$ cat src/rtl/mem_wb_pkg.sv
// Shared types and the exception-vector decode table for the MEM->WB stage.
// The exception bit index doubles as its priority: bit 0 wins over every other bit.
package mem_wb_pkg;

   localparam int EXCP_IDX_W = 4;

   localparam logic [5:0] ECODE_INT  = 6'h00;
   localparam logic [5:0] ECODE_PIL  = 6'h01;
   localparam logic [5:0] ECODE_PIS  = 6'h02;
   localparam logic [5:0] ECODE_PIF  = 6'h03;
   localparam logic [5:0] ECODE_PME  = 6'h04;
   localparam logic [5:0] ECODE_PPI  = 6'h07;
   localparam logic [5:0] ECODE_ADE  = 6'h08;
   localparam logic [5:0] ECODE_ALE  = 6'h09;
   localparam logic [5:0] ECODE_SYS  = 6'h0B;
   localparam logic [5:0] ECODE_BRK  = 6'h0C;
   localparam logic [5:0] ECODE_INE  = 6'h0D;
   localparam logic [5:0] ECODE_IPE  = 6'h0E;
   localparam logic [5:0] ECODE_TLBR = 6'h3F;

   localparam logic [8:0] ESUBCODE_ADEF = 9'd0;
   localparam logic [8:0] ESUBCODE_ADEM = 9'd1;

   typedef enum logic {ST_RUN = 1'b0, ST_DRAIN = 1'b1} state_e;

   typedef enum logic [1:0] {VA_NONE = 2'd0, VA_PC = 2'd1, VA_VADDR = 2'd2} va_src_e;

   typedef struct packed {
      logic [5:0] ecode;
      logic [8:0] esubcode;
      va_src_e    va_src;
      logic       tlb;
      logic       tlbrefill;
   } excp_info_t;

   // Per-lane writeback permissions after trap masking.
   typedef struct packed {
      logic wreg;
      logic csr_we;
      logic llbit_we;
      logic commit;
   } lane_ctl_t;

   function automatic excp_info_t excp_decode(input logic [EXCP_IDX_W-1:0] idx);
      excp_info_t r;
      r = '0;
      case (idx)
         4'd0:  r.ecode = ECODE_INT;
         4'd1:  r.ecode = ECODE_ADE;
         4'd2:  r.ecode = ECODE_TLBR;
         4'd3:  r.ecode = ECODE_PIF;
         4'd4:  r.ecode = ECODE_PPI;
         4'd5:  r.ecode = ECODE_SYS;
         4'd6:  r.ecode = ECODE_BRK;
         4'd7:  r.ecode = ECODE_INE;
         4'd8:  r.ecode = ECODE_IPE;
         4'd9:  r.ecode = ECODE_ALE;
         4'd10: r.ecode = ECODE_ADE;
         4'd11: r.ecode = ECODE_TLBR;
         4'd12: r.ecode = ECODE_PME;
         4'd13: r.ecode = ECODE_PPI;
         4'd14: r.ecode = ECODE_PIS;
         4'd15: r.ecode = ECODE_PIL;
      endcase
      if (idx == 4'd1)  r.esubcode = ESUBCODE_ADEF;
      if (idx == 4'd10) r.esubcode = ESUBCODE_ADEM;
      if (idx inside {[4'd1:4'd4]})       r.va_src = VA_PC;
      else if (idx inside {[4'd9:4'd15]}) r.va_src = VA_VADDR;
      r.tlb       = idx inside {4'd2, 4'd3, 4'd4, [4'd11:4'd15]};
      r.tlbrefill = (idx == 4'd2) || (idx == 4'd11);
      return r;
   endfunction

endpackage

$ cat src/rtl/excp_prio_enc.sv
// Lowest-set-bit encoder for one lane's exception vector.
module excp_prio_enc #(
   parameter int W     = 16,
   parameter int IDX_W = (W > 1) ? $clog2(W) : 1
) (
   input  logic [W-1:0]     vec_i,
   output logic [IDX_W-1:0] idx_o
);

   always_comb begin
      // NOTE: assign a default before any conditional write so no latch is inferred.
      idx_o = '0;
      for (int i = W - 1; i >= 0; i--) begin
         if (vec_i[i]) idx_o = IDX_W'(i);
      end
   end

endmodule

$ cat src/rtl/mem_wb_bundle.sv
// MEM->WB pipeline register for an N-lane in-order core: trap masking, registered
// exception record, post-trap drain until flush, and a retired-instruction counter.
module mem_wb_bundle
   import mem_wb_pkg::*;
#(
   parameter int LANES  = 2,
   parameter int DATA_W = 32,
   parameter int EXCP_W = 16,
   parameter int CNT_W  = 32
) (
   input  logic                    clk,
   input  logic                    rst,
   input  logic                    flush_i,
   input  logic                    stall_i,
   input  logic [LANES-1:0]        mem_valid_i,
   input  logic [LANES*DATA_W-1:0] mem_pc_i,
   input  logic [LANES*DATA_W-1:0] mem_instr_i,
   input  logic [LANES-1:0]        mem_wreg_i,
   input  logic [LANES*5-1:0]      mem_wd_i,
   input  logic [LANES*DATA_W-1:0] mem_wdata_i,
   input  logic [LANES-1:0]        mem_csr_we_i,
   input  logic [LANES*14-1:0]     mem_csr_addr_i,
   input  logic [LANES*DATA_W-1:0] mem_csr_data_i,
   input  logic [LANES-1:0]        mem_llbit_we_i,
   input  logic [LANES-1:0]        mem_llbit_value_i,
   input  logic [LANES-1:0]        mem_excp_i,
   input  logic [LANES*EXCP_W-1:0] mem_excp_num_i,
   input  logic [LANES-1:0]        mem_ertn_i,
   input  logic [LANES*DATA_W-1:0] mem_vaddr_i,
   output logic [LANES-1:0]        wb_wreg_o,
   output logic [LANES*5-1:0]      wb_wd_o,
   output logic [LANES*DATA_W-1:0] wb_wdata_o,
   output logic [LANES-1:0]        wb_csr_we_o,
   output logic [LANES*14-1:0]     wb_csr_addr_o,
   output logic [LANES*DATA_W-1:0] wb_csr_data_o,
   output logic [LANES-1:0]        wb_llbit_we_o,
   output logic [LANES-1:0]        wb_llbit_value_o,
   output logic [LANES-1:0]        debug_commit_valid_o,
   output logic [LANES*DATA_W-1:0] debug_commit_pc_o,
   output logic [LANES*DATA_W-1:0] debug_commit_instr_o,
   output logic                    excp_flush_o,
   output logic                    ertn_flush_o,
   output logic [DATA_W-1:0]       csr_era_o,
   output logic [DATA_W-1:0]       bad_va_o,
   output logic [5:0]              csr_ecode_o,
   output logic [8:0]              csr_esubcode_o,
   output logic                    va_error_o,
   output logic                    excp_tlb_o,
   output logic                    excp_tlbrefill_o,
   output logic [18:0]             excp_tlb_vppn_o,
   output logic [CNT_W-1:0]        commit_cnt_o
);

   localparam int IDX_W = (EXCP_W > 1) ? $clog2(EXCP_W) : 1;

   state_e                  state_q, state_d;
   logic [LANES-1:0]        wreg_q, wreg_d, csr_we_q, csr_we_d, llbit_we_q, llbit_we_d;
   logic [LANES-1:0]        llbit_value_q, llbit_value_d, commit_q, commit_d;
   logic [LANES*5-1:0]      wd_q, wd_d;
   logic [LANES*14-1:0]     csr_addr_q, csr_addr_d;
   logic [LANES*DATA_W-1:0] wdata_q, wdata_d, csr_data_q, csr_data_d;
   logic [LANES*DATA_W-1:0] cpc_q, cpc_d, cinstr_q, cinstr_d;
   logic                    excp_flush_q, excp_flush_d, ertn_flush_q, ertn_flush_d;
   logic [DATA_W-1:0]       era_q, era_d, bad_va_q, bad_va_d;
   logic [5:0]              ecode_q, ecode_d;
   logic [8:0]              esubcode_q, esubcode_d;
   logic                    va_error_q, va_error_d, tlb_q, tlb_d, tlbrefill_q, tlbrefill_d;
   logic [CNT_W-1:0]        cnt_q, cnt_d;

   logic [IDX_W-1:0]        excp_idx [LANES];
   lane_ctl_t               lane_ctl [LANES];
   logic                    seen, trap_excp, trap_ertn;
   logic [DATA_W-1:0]       trap_pc, trap_vaddr;
   excp_info_t              trap_info;
   logic [CNT_W-1:0]        commit_num;

   for (genvar g = 0; g < LANES; g++) begin : g_enc
      excp_prio_enc #(.W(EXCP_W), .IDX_W(IDX_W)) u_enc (
         .vec_i (mem_excp_num_i[g*EXCP_W +: EXCP_W]),
         .idx_o (excp_idx[g])
      );
   end

   // Oldest-first scan: the first valid trapping lane stops every younger lane.
   always_comb begin
      seen       = 1'b0;
      trap_excp  = 1'b0;
      trap_ertn  = 1'b0;
      trap_pc    = '0;
      trap_vaddr = '0;
      trap_info  = '0;
      commit_num = '0;
      for (int i = 0; i < LANES; i++) begin
         lane_ctl[i] = '0;
         if (mem_valid_i[i] && !seen) begin
            if (mem_excp_i[i]) begin
               seen       = 1'b1;
               trap_excp  = 1'b1;
               trap_pc    = mem_pc_i[i*DATA_W +: DATA_W];
               trap_vaddr = mem_vaddr_i[i*DATA_W +: DATA_W];
               trap_info  = excp_decode(EXCP_IDX_W'(excp_idx[i]));
            end else if (mem_ertn_i[i]) begin
               seen               = 1'b1;
               trap_ertn          = 1'b1;
               lane_ctl[i].commit = 1'b1;
            end else begin
               lane_ctl[i].wreg     = mem_wreg_i[i];
               lane_ctl[i].csr_we   = mem_csr_we_i[i];
               lane_ctl[i].llbit_we = mem_llbit_we_i[i];
               lane_ctl[i].commit   = 1'b1;
            end
         end
         if (lane_ctl[i].commit) commit_num = commit_num + CNT_W'(1);
      end
   end

   always_comb begin
      state_d       = state_q;
      wreg_d        = wreg_q;
      csr_we_d      = csr_we_q;
      llbit_we_d    = llbit_we_q;
      llbit_value_d = llbit_value_q;
      wd_d          = wd_q;
      wdata_d       = wdata_q;
      csr_addr_d    = csr_addr_q;
      csr_data_d    = csr_data_q;
      cpc_d         = cpc_q;
      cinstr_d      = cinstr_q;
      cnt_d         = cnt_q;
      commit_d      = '0;
      excp_flush_d  = 1'b0;
      ertn_flush_d  = 1'b0;
      era_d         = '0;
      bad_va_d      = '0;
      ecode_d       = '0;
      esubcode_d    = '0;
      va_error_d    = 1'b0;
      tlb_d         = 1'b0;
      tlbrefill_d   = 1'b0;

      if (flush_i) begin
         state_d    = ST_RUN;
         wreg_d     = '0;
         csr_we_d   = '0;
         llbit_we_d = '0;
      end else if (!stall_i) begin
         wreg_d     = '0;
         csr_we_d   = '0;
         llbit_we_d = '0;
         if (state_q == ST_RUN) begin
            for (int i = 0; i < LANES; i++) begin
               wreg_d[i]     = lane_ctl[i].wreg;
               csr_we_d[i]   = lane_ctl[i].csr_we;
               llbit_we_d[i] = lane_ctl[i].llbit_we;
               commit_d[i]   = lane_ctl[i].commit;
            end
            llbit_value_d = mem_llbit_value_i;
            wd_d          = mem_wd_i;
            wdata_d       = mem_wdata_i;
            csr_addr_d    = mem_csr_addr_i;
            csr_data_d    = mem_csr_data_i;
            cpc_d         = mem_pc_i;
            cinstr_d      = mem_instr_i;
            cnt_d         = cnt_q + commit_num;
            if (trap_excp) begin
               state_d      = ST_DRAIN;
               excp_flush_d = 1'b1;
               era_d        = trap_pc;
               ecode_d      = trap_info.ecode;
               esubcode_d   = trap_info.esubcode;
               tlb_d        = trap_info.tlb;
               tlbrefill_d  = trap_info.tlbrefill;
               case (trap_info.va_src)
                  VA_PC:    begin bad_va_d = trap_pc;    va_error_d = 1'b1; end
                  VA_VADDR: begin bad_va_d = trap_vaddr; va_error_d = 1'b1; end
                  default:  ;
               endcase
            end else if (trap_ertn) begin
               state_d      = ST_DRAIN;
               ertn_flush_d = 1'b1;
            end
         end
      end
   end

   always_ff @(posedge clk) begin
      // NOTE: data registers are reset too, because every output must read 0 after reset.
      if (rst) begin
         state_q       <= ST_RUN;
         wreg_q        <= '0;
         csr_we_q      <= '0;
         llbit_we_q    <= '0;
         llbit_value_q <= '0;
         wd_q          <= '0;
         wdata_q       <= '0;
         csr_addr_q    <= '0;
         csr_data_q    <= '0;
         cpc_q         <= '0;
         cinstr_q      <= '0;
         commit_q      <= '0;
         excp_flush_q  <= 1'b0;
         ertn_flush_q  <= 1'b0;
         era_q         <= '0;
         bad_va_q      <= '0;
         ecode_q       <= '0;
         esubcode_q    <= '0;
         va_error_q    <= 1'b0;
         tlb_q         <= 1'b0;
         tlbrefill_q   <= 1'b0;
         cnt_q         <= '0;
      end else begin
         // NOTE: non-blocking so every register samples pre-edge values.
         state_q       <= state_d;
         wreg_q        <= wreg_d;
         csr_we_q      <= csr_we_d;
         llbit_we_q    <= llbit_we_d;
         llbit_value_q <= llbit_value_d;
         wd_q          <= wd_d;
         wdata_q       <= wdata_d;
         csr_addr_q    <= csr_addr_d;
         csr_data_q    <= csr_data_d;
         cpc_q         <= cpc_d;
         cinstr_q      <= cinstr_d;
         commit_q      <= commit_d;
         excp_flush_q  <= excp_flush_d;
         ertn_flush_q  <= ertn_flush_d;
         era_q         <= era_d;
         bad_va_q      <= bad_va_d;
         ecode_q       <= ecode_d;
         esubcode_q    <= esubcode_d;
         va_error_q    <= va_error_d;
         tlb_q         <= tlb_d;
         tlbrefill_q   <= tlbrefill_d;
         cnt_q         <= cnt_d;
      end
   end

   assign wb_wreg_o            = wreg_q;
   assign wb_wd_o              = wd_q;
   assign wb_wdata_o           = wdata_q;
   assign wb_csr_we_o          = csr_we_q;
   assign wb_csr_addr_o        = csr_addr_q;
   assign wb_csr_data_o        = csr_data_q;
   assign wb_llbit_we_o        = llbit_we_q;
   assign wb_llbit_value_o     = llbit_value_q;
   assign debug_commit_valid_o = commit_q;
   assign debug_commit_pc_o    = cpc_q;
   assign debug_commit_instr_o = cinstr_q;
   assign excp_flush_o         = excp_flush_q;
   assign ertn_flush_o         = ertn_flush_q;
   assign csr_era_o            = era_q;
   assign bad_va_o             = bad_va_q;
   assign csr_ecode_o          = ecode_q;
   assign csr_esubcode_o       = esubcode_q;
   assign va_error_o           = va_error_q;
   assign excp_tlb_o           = tlb_q;
   assign excp_tlbrefill_o     = tlbrefill_q;
   assign excp_tlb_vppn_o      = bad_va_q[31:13];
   assign commit_cnt_o         = cnt_q;

endmodule

$ cat config.mk
export PLATFORM = sky130hd
export DESIGN_NAME = mem_wb_bundle
export DESIGN_NICKNAME = d
export VERILOG_FILES = /design/src/rtl/mem_wb_pkg.sv /design/src/rtl/excp_prio_enc.sv /design/src/rtl/mem_wb_bundle.sv
export SDC_FILE = /design/constraint.sdc
export NUM_CORES = 1
export LEC_CHECK = 0
export CAP_MARGIN = 20
export CORE_AREA = 5 5 324 326
export CTS_BUF_LIST = sky130_fd_sc_hd__clkbuf_4 sky130_fd_sc_hd__clkbuf_8 sky130_fd_sc_hd__clkbuf_16
export DETAILED_ROUTE_END_ITERATION = 10
export DIE_AREA = 0 0 329 331
export PLACE_DENSITY = 0.48
export SLEW_MARGIN = 20
export SYNTH_ARGS = -nofsm -noshare
export SYNTH_HDL_FRONTEND = slang
export SYNTH_SLANG_ARGS = --single-unit
$ cat constraint.sdc
create_clock -name clk -period 5.2 [get_ports clk]
set_clock_uncertainty 0.15 [all_clocks]
set_input_delay 1.04 -clock clk [delete_from_list [all_inputs] [get_ports clk]]
set_output_delay 1.04 -clock clk [all_outputs]
set_load 0.01 [all_outputs]
### Yosys cells after proc, flatten, opt, wreduce, memory -nomap -nowiden

Memories as Yosys holds them, arrays and structs flattened.
Index checks and enable logic that the tools add are counted.

| storage, ports and cells | value |
|---|---|
| flip-flop bits (word level) | 421 |
| memory bits (read-only) | 192 |
| input bits | 408 |
| output and inout bits | 439 |
| word-level logic and storage cells | 149 |
| memories kept | 2 |

Memories:

| name | depth | bits a word | read ports | clocked after memory_dff | wr ports | line | text |
|---|---|---|---|---|---|---|---|
| (name not given) | 16 | 6 | 1 | 0 | 0 | mem_wb_pkg.sv:47 | `case (idx)` |
| (name not given) | 16 | 6 | 1 | 0 | 0 | mem_wb_pkg.sv:47 |  |

| operators by class | value |
|---|---|
| $add $sub $neg | 2 |
| order comparisons | 10 |
| equality and inequality tests | 12 |
| muxes and demuxes | 79 |
| bitwise logic cells | 4 |
| reduce and logical (&&, ||, !) cells | 18 |

Operators by type and width:

| operator | number |
|---|---|
| 2-to-1 mux 32 bit | 9 |
| 2-to-1 mux 4 bit | 36 |
| 2-to-1 mux 19 bit | 4 |
| one-hot mux 32 bit (2 select lines) | 1 |
| adder 32 x 1 -> 32 bit, second input constant | 1 |
| adder 32 bit | 1 |
| 2-to-1 mux 1 bit | 20 |
| == test 4 x 2 -> 1 bit, second input constant | 4 |
| == test 4 bit, second input constant | 4 |
| >= comparator 4 bit, second input constant | 4 |
| 2-to-1 mux 2 bit | 7 |
| OR reduction 5 bit | 2 |
| == test 4 x 3 -> 1 bit, second input constant | 2 |
| >= comparator 4 x 1 -> 1 bit, second input constant | 2 |
| less-or-equal comparator 4 x 3 -> 1 bit, second input constant | 2 |
| less-or-equal comparator 4 bit, second input constant | 2 |
| nonzero test 4 bit | 2 |
| logical AND 1 bit | 7 |
| 2-to-1 mux 3 bit | 2 |
| NOT 1 bit | 4 |
| OR reduction 2 bit | 2 |
| OR reduction 4 bit | 1 |
| AND reduction 3 bit | 1 |
| == test 2 x 1 -> 1 bit, second input constant | 1 |
| 3 further kinds | 4 |

### Logic depth before layout (Yosys ltp)

| logic depth | value |
|---|---|
| depth after elaboration | 27 |
| depth in mapped cells | 14 |
| depth with buffers taken out | 13 |

### Hierarchy

A second synthesis with hierarchy kept.

| second synthesis, totals | value |
|---|---|
| cell total of the unflattened synthesis | 1,970 |
| area, all modules | 15,860.2 um^2 |

Modules (own cells, without submodules):

| module | times used | cells each | area each (um^2) | seq. area each (um^2) |
|---|---|---|---|---|
| mem_wb_bundle | 1 | 1,908 | 15,502.4 | 8,247.9 |
| excp_prio_enc | 2 | 31 | 178.9 | 0.0 |

### Worst setup path before layout

No wires, ideal clock.

| timing | value |
|---|---|
| kind | input port to flip-flop |
| start point | in mem_excp_num_i[16] |
| end point | reg bad_va_q[10], in the netlist bad_va_o[10] |
| library setup time | 0.064 ns |
| arrival time | 3.478 ns |
| data required time | 4.986 ns |
| path slack | 1.508 ns |
| stages on the path | 13 |
| path buffers | 2 |
| cell sequence | nor4_1 -> nand2_1 -> o21ai_0 -> inv_1 -> ha_1 -> nand3b_4 -> o21a_1 -> a32oi_1 -> ha_1 -> or2_1 -> clkbuf_1 -> buf_2 -> nor2_1 |

| on the way | value |
|---|---|
| word-level cells in the longest chain between the ends | 9 |
| elaborated cells between the ends (all ways) | 14 |
| classes of those cells | order compare (4); eq/ne (2); mux (6); reduce/logical (2) |

RTL lines:

| element | line | text |
|---|---|---|
| start, declared | mem_wb_bundle.sv:27 | `input logic [LANES*EXCP_W-1:0] mem_excp_num_i,` |
| 2-to-1 mux 4 bit (*) | excp_prio_enc.sv:14 | `if (vec_i[i]) idx_o = IDX_W'(i);` |
| >= comparator 4 bit / less-or-equal comparator 4 bit (equally long branches) | mem_wb_pkg.sv:68 | `else if (idx inside {[4'd9:4'd15]}) r.va_src = VA_VADDR;` |
| logical AND 1 bit | mem_wb_pkg.sv:68 |  |
| 2-to-1 mux 2 bit | mem_wb_pkg.sv:68 |  |
| 2-to-1 mux 2 bit (*) | mem_wb_pkg.sv:67 | `if (idx inside {[4'd1:4'd4]}) r.va_src = VA_PC;` |
| 2-to-1 mux 19 bit (*) | mem_wb_bundle.sv:96 | `if (mem_excp_i[i]) begin` |
| 2-to-1 mux 19 bit (*) | mem_wb_bundle.sv:95 | `if (mem_valid_i[i] && !seen) begin` |
| == test 2 bit / == test 2 x 1 -> 1 bit (equally long branches) | mem_wb_bundle.sv:173 | `case (trap_info.va_src)` |
| one-hot mux 32 bit (2 select lines) (*) | mem_wb_bundle.sv:173 |  |
| end signal, assigned | mem_wb_bundle.sv:228 | `bad_va_q <= bad_va_d;` |
| end, declared | mem_wb_bundle.sv:64 | `logic [DATA_W-1:0] era_q, era_d, bad_va_q, bad_va_d;` |

Mark *: on every way between the ends. The rest lies on a longest branch, timed or not.
A chain may end at the register's enable or synchronous reset.

### Worst setup path in the final report

| timing | value |
|---|---|
| start point | in mem_excp_num_i[21] |
| end point | reg bad_va_q[7], in the netlist bad_va_o[7] |

| on the way | value |
|---|---|
| word-level cells in the longest chain between the ends | 14 |
| elaborated cells between the ends (all ways) | 19 |
| classes of those cells | order compare (4); eq/ne (2); mux (11); reduce/logical (2) |

RTL lines:

| element | line |
|---|---|
| 2-to-1 mux 4 bit (*) (6 in a row) | excp_prio_enc.sv:14 |
| >= comparator 4 bit / less-or-equal comparator 4 bit (equally long branches) | mem_wb_pkg.sv:68 |
| logical AND 1 bit | mem_wb_pkg.sv:68 |
| 2-to-1 mux 2 bit | mem_wb_pkg.sv:68 |
| 2-to-1 mux 2 bit (*) | mem_wb_pkg.sv:67 |
| 2-to-1 mux 19 bit (*) | mem_wb_bundle.sv:96 |
| 2-to-1 mux 19 bit (*) | mem_wb_bundle.sv:95 |
| == test 2 bit / == test 2 x 1 -> 1 bit (equally long branches) | mem_wb_bundle.sv:173 |
| one-hot mux 32 bit (2 select lines) (*) | mem_wb_bundle.sv:173 |

Marked as above.

==> out/results.ini <==
[synthesis]
yosysSeqAreaShare_pct=51.86
synthFlopType=dfxtp_1
async_reset_ff_share_pct=0
synth_edf_count=0
synthDistinctLibCells=64
syn-cell-area_um2=15900
ys_ff_latch=412
synth_area_per_cell_um2=8.094
synth_warnings=0
synth_cells=1965

[detailed_routing]
drt_drc_violations_left=0
wl_um=84130
post_drt_wl_per_cell_um=20.38
vias=16420
drtIter0Drc=860
via_per_inst=3.979
drt_first_pass_iters=7
antenna_left=0

[placement]
hpwl_um=64030
placed_area_um2=25510
post-place-ws_ns=0.2488
dp.cells=4033
gp_congestion=0.8991
io_buffers=838

[timing]
hold_slack_ns=0.3016
finalSetupViolations=0
setup_slack_ns=0.8328
drv_slew=0
tns_ns=0
rsz0062_at_grt=false
layout_min_cycle_time_ns=4.367
min_period_over_period_pct=83.98
max_freq_mhz=229.0
slew-limit-headroom_pct=23.26
worst_pin_slew_ns=1.151
final_hold_viol_count=0

[final_layout]
design_area_um2=27220
regArea_um2=8248
n_fill_cell=11070
syn2layout_area_growth_pct=71.18
fin_cells=4127
multi_input_area_um2=6877
drive_above_1_share_pct=4.726
nets=3144

[global_routing]
busiest_layer=met2
grt_util_met1_pct=17.66
grt_pass1_wl_um=115000
use_met3_pct=4.805
grt_start_max_net_pins=163
antenna_found_initial=8
grt_pass1_vias=16210
globalRoute.totalOverflow=0
grt_use_total_pct=14.26
grtUsageMet2_pct=23.40

[worst_setup_path]
crit_required_ns=5.58
critical_path_class=input port to register
cp-start-kind=input port
cp-end-kind=register
cp_max_fo=32
cp.arrival_ns=4.74

[power_and_ir_drop]
peakVddDrop_mv=0.2510
powerDensity_nw_per_um2=299.2
leakagePower_nw=9.475

[floorplan]
start_util_pct=15.68
die_w_um=329
std_cell_rows=117
fp.coreArea_um2=101400
die_h_um=331
dieArea_um2=108900
ios=847

[worst_hold_path]
hold_path.class=register to register

[job]
max_cap_violations=0

[clock_network]
cts_tree=yes
insertion_delay_ns=0.60
clk_pin_slew_ns=0.05
root_buffer=clkbuf_16
clock-sinks=412
ctsHoldBuffers=0
cts_made_buffers=52
cts_setup_buffers=0
clk_path_buf_depth=3
htreeDepth=2
cts_resized=0

[status]
outcome=finished clean

-- placed cells by master (no fill, tap or decap), types with 10 or more instances in the layout --
master and n:
a22oi_1 40, clkbuf_16 53, nor2_1 117, inv_1 16, buf_4 14, ha_1 16, a21oi_1 341, o21ai_0 11
clkdlybuf4s50_1 837, nand2_1 616, xor2_1 17, dfxtp_1 412, a22o_1 32, nor2b_1 35, nand3_1 13, clkbuf_8 10
-- worst paths after layout --
path,slack (ns),cells after the start,startpoint,end
worst max-delay path,0.83,13,mem_excp_num_i[21],bad_va_o[7]
worst min-delay path,0.30,2,wb_csr_data_o[39],wb_csr_data_o[39]
worst max register to register,2.78,8,commit_cnt_o[0],commit_cnt_o[28]
worst min register to register,0.30,2,wb_csr_data_o[39],wb_csr_data_o[39]
-- registers in the layout, indices dropped and copies added, names as in the netlist --
name / cells
wb_llbit_value_o: 2
wb_csr_data_o: 64
debug_commit_pc_o: 64
wb_csr_addr_o: 28
excp_flush_o: 1
wb_wreg_o: 2
state_q: 1
ertn_flush_o: 1
csr_era_o: 32
excp_tlb_o: 1
debug_commit_instr_o: 64
wb_wdata_o: 64
csr_esubcode_o: 1
wb_llbit_we_o: 2
wb_csr_we_o: 2
commit_cnt_o: 32
bad_va_o: 32
csr_ecode_o: 5
va_error_o: 1
wb_wd_o: 10
excp_tlbrefill_o: 1
debug_commit_valid_o: 2
-- Yosys cell counts, types with 4 or more instances --
| library cell | n | area share (%) |
|---|---|---|
| nand3_1 | 13 | 0.41 |
| clkbuf_1 | 96 | 2.3 |
| nand2_1 | 616 | 15 |
| nor4_1 | 6 | 0.24 |
| a31oi_1 | 6 | 0.24 |
| and4_1 | 4 | 0.22 |
| dfxtp_1 | 412 | 52 |
| inv_1 | 16 | 0.38 |
| ha_1 | 16 | 1.3 |
| or3_1 | 11 | 0.43 |
| buf_2 | 30 | 0.94 |
| a21oi_1 | 341 | 11 |
| a22oi_1 | 40 | 1.9 |
| buf_4 | 29 | 1.4 |
| nand2b_1 | 5 | 0.20 |
| buf_1 | 10 | 0.24 |
| xor2_1 | 17 | 0.94 |
| a22o_1 | 32 | 1.8 |
| mux2i_1 | 4 | 0.25 |
| o21ai_1 | 4 | 0.13 |
| and3_1 | 9 | 0.35 |
| o21ai_0 | 11 | 0.35 |
| xnor2_1 | 9 | 0.50 |
| nor2_1 | 117 | 2.8 |
| and2_1 | 6 | 0.24 |
| nor2b_1 | 35 | 1.4 |
| nor3_1 | 5 | 0.16 |
| nand4_1 | 6 | 0.24 |
-- critical path, stage by stage --
cell and delay [ns]:
clkdlybuf4s50_1 0.51, nor4_1 0.42, nand2_1 0.09, o21ai_0 0.56, inv_1 0.15, ha_1 0.30, nand3b_4 0.11, o21a_1 0.15
a32o_1 0.17, ha_1 0.85, nor2b_1 0.23, a21oi_1 0.05, nor2_1 0.10
-- report_power, final --
| group | internal [mW] | switching, mW | leakage, nW |
|---|---|---|---|
| combinational | 0.599 | 0.569 | 5.27 |
| clock | 2.18 | 1.46 | 0.850 |
| sequential | 3.27 | 0.0597 | 3.35 |
| total | 6.06 | 2.09 | 9.47 |
-- metrics by stage --
step	total power [mW]	util (%)
after floorplan	3.804	-
after global placement	4.582	25.15
after global routing	8.499	26.83
final	8.145	26.84
after detailed placement	4.581	25.15
after CTS	8.317	26.82
-- cells by family (layout without fill, tap and decap cells) --
logic type,count (synthesis),after routing,synth area share (%)
compound gates,466,466,16.83
xor+xnor,26,26,1.432
fa+ha+maj,17,17,1.385
buf+inv,181,960,5.192
flops,412,412,51.86
mux,4,4,0.2518
other cells,1,16,0.02358
simple gates,858,858,23.03
-- cell type report --
cell class              instances  area share [%]
multi-input cells            1379           25.26
well taps                    1368           6.287
repair buffers                858           31.66
clock inverters                14          0.5837
diodes                          8         0.07353
inverters                      16          0.2206
flip-flops and latches        412           30.30
clock buffers                  72           5.625
-- per-layer routing --
| layer | part of all wire [%] | vias up |
|---|---|---|
| met5 | 0.048 | - |
| met4 | 2.7 | 4 |
| met3 | 8.8 | 115 |
| met2 | 47 | 579 |
| met1 | 42 | 7716 |
| li1 | - | 8006 |
Note: power is estimated with default switching activity, not from simulation.
